## config.mk

```make
export PLATFORM = sky130hd
export DESIGN_NAME = mem_access_stage
export DESIGN_NICKNAME = d
export VERILOG_FILES = /design/src/rtl/mem_access_stage_pkg.sv /design/src/rtl/mem_access_stage_lane.sv /design/src/rtl/mem_access_stage.sv
export SDC_FILE = /design/constraint.sdc
export NUM_CORES = 1
export LEC_CHECK = 0
export CAP_MARGIN = 5
export CORE_MARGIN = 3
export CORE_UTILIZATION = 43
export DETAILED_ROUTE_END_ITERATION = 10
export PLACE_DENSITY = 0.79
export SYNTH_ARGS = -nofsm -noshare
export SYNTH_HDL_FRONTEND = slang
export SYNTH_SLANG_ARGS = --single-unit
```

## constraint.sdc

```tcl
create_clock -name clk -period 3.05 [get_ports clk]
set_clock_uncertainty 0.05 [all_clocks]
set_input_delay 0.4575 -clock clk [delete_from_list [all_inputs] [get_ports clk]]
set_output_delay 0.4575 -clock clk [all_outputs]
set_load 0.05 [all_outputs]
```

## src/rtl/mem_access_stage_pkg.sv

```systemverilog
// Shared op codes, bus widths and FSM encodings for the MEM stage.
// Op encoding must match the EX stage's ALU op table.
package mem_access_stage_pkg;

  localparam int RegBus     = 32;
  localparam int RegAddrBus = 5;
  localparam int AluOpBus   = 6;

  localparam logic        WriteDisable = 1'b0;
  localparam logic [31:0] ZeroWord     = 32'h0;

  localparam logic [5:0] EX_NOP_OP = 6'h00;
  localparam logic [5:0] EX_ADD_OP = 6'h01;
  localparam logic [5:0] EX_LB_OP  = 6'h20;
  localparam logic [5:0] EX_LH_OP  = 6'h21;
  localparam logic [5:0] EX_LW_OP  = 6'h22;
  localparam logic [5:0] EX_LBU_OP = 6'h23;
  localparam logic [5:0] EX_LHU_OP = 6'h24;
  localparam logic [5:0] EX_SB_OP  = 6'h25;
  localparam logic [5:0] EX_SH_OP  = 6'h26;
  localparam logic [5:0] EX_SW_OP  = 6'h27;

  localparam logic [1:0] S_IDLE = 2'd0;
  localparam logic [1:0] S_BUSY = 2'd1;
  localparam logic [1:0] S_DONE = 2'd2;

  function automatic logic is_load_op(logic [5:0] op);
    return (op == EX_LB_OP)  || (op == EX_LH_OP) ||
           (op == EX_LW_OP)  || (op == EX_LBU_OP) ||
           (op == EX_LHU_OP);
  endfunction

  function automatic logic is_store_op(logic [5:0] op);
    return (op == EX_SB_OP) || (op == EX_SH_OP) ||
           (op == EX_SW_OP);
  endfunction

endpackage

```

## src/rtl/mem_access_stage_lane.sv

```systemverilog
// Byte-lane steering: store strobes/data and load extract/extend.
// Misalignment flag is only raised when CHECK_EN is set.
module mem_lane_align
  import mem_access_stage_pkg::*;
#(
  parameter int XLEN     = 32,
  parameter int ALUOP_W  = 6,
  parameter bit CHECK_EN = 1'b0
) (
  input  logic [ALUOP_W-1:0] aluop_i,
  input  logic [1:0]         addr_lo_i,
  input  logic [XLEN-1:0]    sdata_i,
  input  logic [XLEN-1:0]    rdata_i,
  output logic [3:0]         wstrb_o,
  output logic [XLEN-1:0]    wdata_o,
  output logic [XLEN-1:0]    ldata_o,
  output logic               misalign_o
);

  logic [7:0]  byte_v;
  logic [15:0] half_v;
  logic        mis_raw;

  assign byte_v = rdata_i[{addr_lo_i, 3'b000} +: 8];
  assign half_v = rdata_i[{addr_lo_i[1], 4'b0000} +: 16];

  // Decode op into lane strobes, store data, load data.
  always_comb begin
    wstrb_o = 4'b0000;
    wdata_o = sdata_i;
    ldata_o = rdata_i;
    mis_raw = 1'b0;
    unique case (1'b1)
      aluop_i == EX_LB_OP:
        ldata_o = {{(XLEN-8){byte_v[7]}}, byte_v};
      aluop_i == EX_LBU_OP:
        ldata_o = {{(XLEN-8){1'b0}}, byte_v};
      aluop_i == EX_LH_OP: begin
        ldata_o = {{(XLEN-16){half_v[15]}}, half_v};
        mis_raw = addr_lo_i[0];
      end
      aluop_i == EX_LHU_OP: begin
        ldata_o = {{(XLEN-16){1'b0}}, half_v};
        mis_raw = addr_lo_i[0];
      end
      aluop_i == EX_LW_OP:
        mis_raw = |addr_lo_i;
      aluop_i == EX_SB_OP: begin
        wstrb_o = 4'b0001 << addr_lo_i;
        wdata_o = {(XLEN/8){sdata_i[7:0]}};
      end
      aluop_i == EX_SH_OP: begin
        wstrb_o = addr_lo_i[1] ? 4'b1100 : 4'b0011;
        wdata_o = {(XLEN/16){sdata_i[15:0]}};
        mis_raw = addr_lo_i[0];
      end
      aluop_i == EX_SW_OP: begin
        wstrb_o = 4'b1111;
        mis_raw = |addr_lo_i;
      end
      default: ;
    endcase
  end

  assign misalign_o = CHECK_EN & mis_raw;

endmodule

```

## src/rtl/mem_access_stage.sv

```systemverilog
// MEM stage: pass-through for ALU ops, req/ack bus FSM for loads/stores.
// Optional MEM_MISALIGN_CHECK_EN: trap misaligned accesses instead of aligning.
module mem_access_stage
  import mem_access_stage_pkg::*;
#(
  parameter int XLEN    = RegBus,
  parameter int REG_AW  = RegAddrBus,
  parameter int ALUOP_W = AluOpBus
) (
  input  logic               clk,
  input  logic               rst_n,
  input  logic               me_w_enable,
  input  logic [REG_AW-1:0]  me_w_addr,
  input  logic [XLEN-1:0]    me_w_data,
  input  logic [ALUOP_W-1:0] me_aluop,
  input  logic [XLEN-1:0]    me_mem_addr,
  output logic               wb_w_enable,
  output logic [REG_AW-1:0]  wb_w_addr,
  output logic [XLEN-1:0]    wb_w_data,
  output logic               stall_req,
  output logic               mem_req,
  output logic               mem_we,
  output logic [XLEN-1:0]    mem_addr,
  output logic [3:0]         mem_wstrb,
  output logic [XLEN-1:0]    mem_wdata,
  input  logic [XLEN-1:0]    mem_rdata,
  input  logic               mem_ack,
  output logic               misalign_exc
);

`ifdef MEM_MISALIGN_CHECK_EN
  localparam bit MisChk = 1'b1;
`else
  localparam bit MisChk = 1'b0;
`endif

  logic [1:0]      state_q, state_d;
  logic [XLEN-1:0] rdata_q;
  logic            is_ld, is_st, is_mem;
  logic [3:0]      ln_wstrb;
  logic [XLEN-1:0] ln_wdata, ln_ldata;
  logic            ln_mis, issue;

  assign is_ld  = is_load_op(me_aluop);
  assign is_st  = is_store_op(me_aluop);
  assign is_mem = is_ld | is_st;

  mem_lane_align #(
    .XLEN    (XLEN),
    .ALUOP_W (ALUOP_W),
    .CHECK_EN(MisChk)
  ) u_lane (
    .aluop_i   (me_aluop),
    .addr_lo_i (me_mem_addr[1:0]),
    .sdata_i   (me_w_data),
    .rdata_i   (rdata_q),
    .wstrb_o   (ln_wstrb),
    .wdata_o   (ln_wdata),
    .ldata_o   (ln_ldata),
    .misalign_o(ln_mis)
  );

  assign issue = (state_q == S_IDLE) & is_mem & ~ln_mis;

  // Next state and write-back / stall outputs.
  always_comb begin
    state_d      = state_q;
    wb_w_enable  = me_w_enable;
    wb_w_addr    = me_w_addr;
    wb_w_data    = me_w_data;
    stall_req    = 1'b0;
    misalign_exc = 1'b0;
    case (state_q)
      S_IDLE: begin
        if (is_mem) begin
          wb_w_enable = WriteDisable;
          if (ln_mis) begin
            misalign_exc = 1'b1;
          end else begin
            stall_req = 1'b1;
            state_d   = S_BUSY;
          end
        end
      end
      S_BUSY: begin
        stall_req   = 1'b1;
        wb_w_enable = WriteDisable;
        if (mem_ack) state_d = S_DONE;
      end
      S_DONE: begin
        state_d = S_IDLE;
        if (is_ld) wb_w_data = ln_ldata;
        else       wb_w_enable = WriteDisable;
      end
      default: state_d = S_IDLE;
    endcase
  end

  // FSM state register.
  always_ff @(posedge clk or negedge rst_n) begin
    if (!rst_n) state_q <= S_IDLE;
    else        state_q <= state_d;
  end

  // Bus request launch/hold/release and read-data capture.
  always_ff @(posedge clk or negedge rst_n) begin
    if (!rst_n) begin
      mem_req   <= 1'b0;
      mem_we    <= 1'b0;
      mem_addr  <= '0;
      mem_wstrb <= 4'b0000;
      mem_wdata <= '0;
      rdata_q   <= '0;
    end else if (issue) begin
      mem_req   <= 1'b1;
      mem_we    <= is_st;
      mem_addr  <= {me_mem_addr[XLEN-1:2], 2'b00};
      mem_wstrb <= ln_wstrb;
      mem_wdata <= ln_wdata;
    end else if ((state_q == S_BUSY) && mem_ack) begin
      mem_req <= 1'b0;
      rdata_q <= mem_rdata;
    end
  end

endmodule
```

* After elaboration in Yosys (flattened, before gate mapping)
Index checks and enable logic that the tools add are counted.
Storage, ports and cells: register bits after elaboration 102, input port bits 111, output and inout bits 110, word-level logic and storage cells 52
Cells by class: eq/ne operators 12, shifts and indexed selects 3, mux-type cells 16, bitwise logic cells 3, reductions and logical operators 11
Operators by type and width (count):
- one-hot mux 32 bit (4 select lines) | 1
- two-way mux 32 bit | 2
- one-hot mux 32 bit (2 select lines) | 1
- equality test 6 bit (second input constant) | 8
- variable part select 32 x 6 -> 16 bit | 1
- variable part select 32 x 6 -> 8 bit | 1
- one-hot mux 4 bit (3 select lines) | 1
- logical OR 1 bit | 6
- two-way mux 1 bit | 5
- two-way mux 2 bit | 2
- two-way mux 4 bit | 1
- != test 2 bit (second input constant) | 2
- one-hot mux 2 bit (2 select lines) | 1
- AND reduction 2 bit | 2
- left shift 1 x 2 -> 4 bit (first input constant) | 1
- one-hot mux 1 bit (3 select lines) | 1
- equality test 2 x 1 -> 1 bit (second input constant) | 1
- equality test 2 bit (second input constant) | 1
- logical NOT 2 bit | 1
- one-hot mux 1 bit (2 select lines) | 1
- nonzero test 2 bit | 1
- AND 1 bit | 1
- logical AND 1 bit | 1
- NOT 1 bit | 1
- bitwise OR 1 bit | 1

* Longest topological paths before layout
depth after elaboration 9, mapped depth 7

* Hierarchy
Synthesis repeated with hierarchy kept, for this count alone.
Unflattened totals: cells, all modules 416, area, all modules 5959.5 µm²
Modules (own cells, without submodules):
- mem_access_stage | times used 1, cells each 273, area an instance 4712.0 µm², sequential area each 2552.4 µm²
- mem_lane_align | times used 1, cells each 143, area an instance 1247.4 µm², sequential area each 0.0 µm²

* Least setup slack after synthesis
No wires, ideal clock.
path kind input to output, start input me_aluop[1], end output wb_w_data[7], arrival 2.517 ns, required time 2.542 ns, path slack 0.026 ns, stages 6, cells stage by stage buf_2 > o21ai_0 > and3_1 > buf_2 > o211ai_1 > o21ai_0
On the way: longest elaborated chain between the ends 7, elaborated cells on any way between the ends 12
RTL lines:
- start: declaration | line mem_access_stage.sv:15 | input logic [ALUOP_W-1:0] me_aluop,
- equality test 6 bit (on tied branches) | line mem_access_stage_pkg.sv:28, mem_access_stage_lane.sv:34, mem_access_stage_lane.sv:38
- logical OR 1 bit (2 in series) | line mem_access_stage_pkg.sv:28 | return (op == EX_LB_OP) || (op == EX_LH_OP) ||
- logical OR 1 bit (2 in series) | line mem_access_stage_pkg.sv:29 | (op == EX_LW_OP) || (op == EX_LBU_OP) ||
- two-way mux 32 bit * | line mem_access_stage.sv:92 | if (is_ld) wb_w_data = ln_ldata;
- two-way mux 32 bit * | line mem_access_stage.sv:73 | case (state_q)
- end: declaration | line mem_access_stage.sv:19 | output logic [XLEN-1:0] wb_w_data,
Mark *: on every way between the ends. The rest lies on a longest branch, timed or not.

* Worst setup path after layout
start input me_mem_addr[1], end output wb_w_data[30]
On the way: longest elaborated chain between the ends 4, elaborated cells on any way between the ends 5
RTL lines:
- start: declaration | line mem_access_stage.sv:16 | input logic [XLEN-1:0] me_mem_addr,
- variable part select 32 x 6 -> 16 bit / variable part select 32 x 6 -> 8 bit (equally long branches) | line mem_access_stage_lane.sv:25, mem_access_stage_lane.sv:24
- one-hot mux 32 bit (4 select lines) * | line mem_access_stage_lane.sv:33 | unique case (1'b1)
- two-way mux 32 bit * | line mem_access_stage.sv:92
- two-way mux 32 bit * | line mem_access_stage.sv:73
Marks and branches as above.

==> metrics.txt <==
status finished clean; initial antenna violation count 0; sequential element share of the synthesized area 49.3%; leakage 3.66 nW; Min-Delay Path Class primary input to async pin; Core Rows 39; Port Buffers 207; Peak Freq 336 MHz; Chip Width 116 um; Synth area leader dfrtp_1; EDFF count, synth 0; TNS Setup 0 ns; MaxCap Viol Count 0; root buffer cell clkbuf_16; Worst R2R Path Depth 5; gpl congestion 0.984; Startpoint Class primary input; Mean Syn Cell Area 8.37 um2; r2r endpoint rdata_q[3]; critical-path cell list clkdlybuf4s50_1 -> mux4_2 -> or2_2 -> a21oi_2 -> buf_12 -> a21oi_1 -> buf_4; area share of the largest cell type after synthesis 49.3%; Reg2Reg Setup Slack 1.16 ns; Initial Utilization 44.6%; unrepaired setup endpoints after global routing false; Critical Path Fanout Max 16; synth warn 0; DRT Pass-1 Iters 4; relative slew slack 41.2%; CTS tree built; number of library cell types mapped by synthesis 42; reg2reg start state_q[1]; Post-DRT Antenna Nets 0; drc violations 0; Synth area leaders dfrtp_1 (49%), nand2_1 (19%), mux2i_1 (4.6%); Place WS 0.0197 ns; htree depth 3; flops & latches, synth 102; clk_lat worst skew 0.34 ns; total CTS buffers 9; power per standard cell area 991 nW/um2; slowest CP cell clkdlybuf4s50_1; # diodes 0; DRT iter0 DRCs 456; Peak VDD IR 0.000491 V; smallest hold slack 0.119 ns; postcts setup bufs 0; commonest non-fill, non-tap cell in the layout nand2_1; most frequent cells in the layout nand2_1 (265), clkdlybuf4s50_1 (172), dfrtp_1 (102), buf_4 (46), nor2_1 (44); vias 5092; core area 11600 um2; first-pass GRT wire length 27100 um; largest net degree at the start of global routing 103; worst setup path class primary input to output pin; Synth Flop Type dfrtp_1; Synth Cell Area 5180 um2; final hold violations 0; Area Growth Syn to Fin 47.8%; Die Area 13400 um2; Via density 5.30; slowest cell delay on critical path 0.55 ns; Tmin final 2.98 ns; die height 116 um; Least-Margin Pin Slew 0.881 ns; final worst-path cycle share 97.6%; clk slew on worst S/H paths 0.07 ns; # setup viols final 0; Congestion Overflow GR 0; routed wire length 17900 um; PnR worst setup slack 0.0736 ns; layout cell share with drive strength beyond 1 11.8%; final slew viol count 0; IO Pins 221; WL/cell 18.7 um; CP endpoint kind output pin; clock sinks 102; gr usage total 26.5%; Syn Inst Count 619; WP data required 2.54 ns; HPWL Detailed 13900 um; Total Nets Final 924; async set-reset flop share out of synthesis 100%; Worst Path Arrival 2.47 ns; deepest clock path buffer count 2; vias in the first global route 5052
==> final cells by class <==
class,count,area (um2)
Fill cell,997,3960
Multi-Input combinational cell,469,2400
Timing Repair Buffer,227,2240
Inverter,4,15.0
Sequential cell,102,2550
Clock inverter,5,37.5
Clock buffer,10,229
Tap cell,143,179
==> cell usage after synthesis (all sizes together) (6+ instances only) <==
master	count
or3	9
nand2	265
a221oi	8
o22a	7
mux2i	24
o221a	8
nand3	6
clkbuf	22
nor2	44
dfrtp	102
o21ai	21
buf	24
a21oi	36
o2bb2ai	8
==> state kept, by name, indices dropped and copies added, names as in the netlist <==
register and cells:
mem_addr 30, rdata_q 32, state_q 2, mem_req 1, mem_wstrb 4, mem_we 1
mem_wdata 32
==> kinds of logic (layout without fill, tap and decap cells) <==
family          after synthesis  after routing  share of synthesized area, %
mux                          26             26                          5.29
xor+xnor                      2              2                         0.338
simple gates                342            342                          27.0
other cells                   1              3                        0.0724
flops                       102            102                          49.3
buf+inv                      50            246                          4.68
compound gates               96             96                          13.4
==> critical path: cells and delay by family <==
family	cells	cell delay [ns]
and+or+nand+nor	1	0.30
AOI/OAI and AO/OA	2	0.26
muxes	1	0.54
buffers and inverters	3	0.91
==> power breakdown <==
part / total [mW] / switching (mW) / internal (mW)
Sequential: 2.49 / 0.494 / 1.99
Clock: 1.05 / 0.499 / 0.550
Combinational: 4.05 / 2.69 / 1.36
==> stage by stage <==
stage	power, mW	cells	instance area, um2	util, %
floorplan	4.96	621	5190	-
global placement	6.46	945	7380	63.6
detailed placement	6.56	945	7380	63.6
CTS	7.62	960	7650	65.9
global route	7.99	960	7660	65.9
finish	7.59	960	7660	65.9
==> repair_timing <==
item / 4_1_cts / 5_1_grt
endpoints found under the setup margin: 0 / 7
resized for setup: 0 / 3
hold buffers: 0 / 0
==> routing by layer <==
| metal | track usage (%) | wire [um] | vias to the layer above |
|---|---|---|---|
| met2 | 42.7 | 8720 | 172 |
| met4 | 12.5 | 635 | 0 |
| met3 | 3.66 | 917 | 40 |
| met1 | 35.6 | 7640 | 2457 |
| li1 | - | - | 2423 |
| met5 | 0 | 0 | - |
==> how the worst max path moves through the flow <==
stage / start / endpoint / cells after the start
CTS: me_aluop[0] / wb_w_data[7] / 9
detailed placement: me_aluop[0] / wb_w_data[7] / 9
finish: me_mem_addr[1] / wb_w_data[30] / 7
floorplan: me_aluop[1] / wb_w_data[7] / 6
global route: me_mem_addr[1] / wb_w_data[25] / 7
global placement: me_aluop[0] / wb_w_data[7] / 9
(Power assumes the default switching activity.)
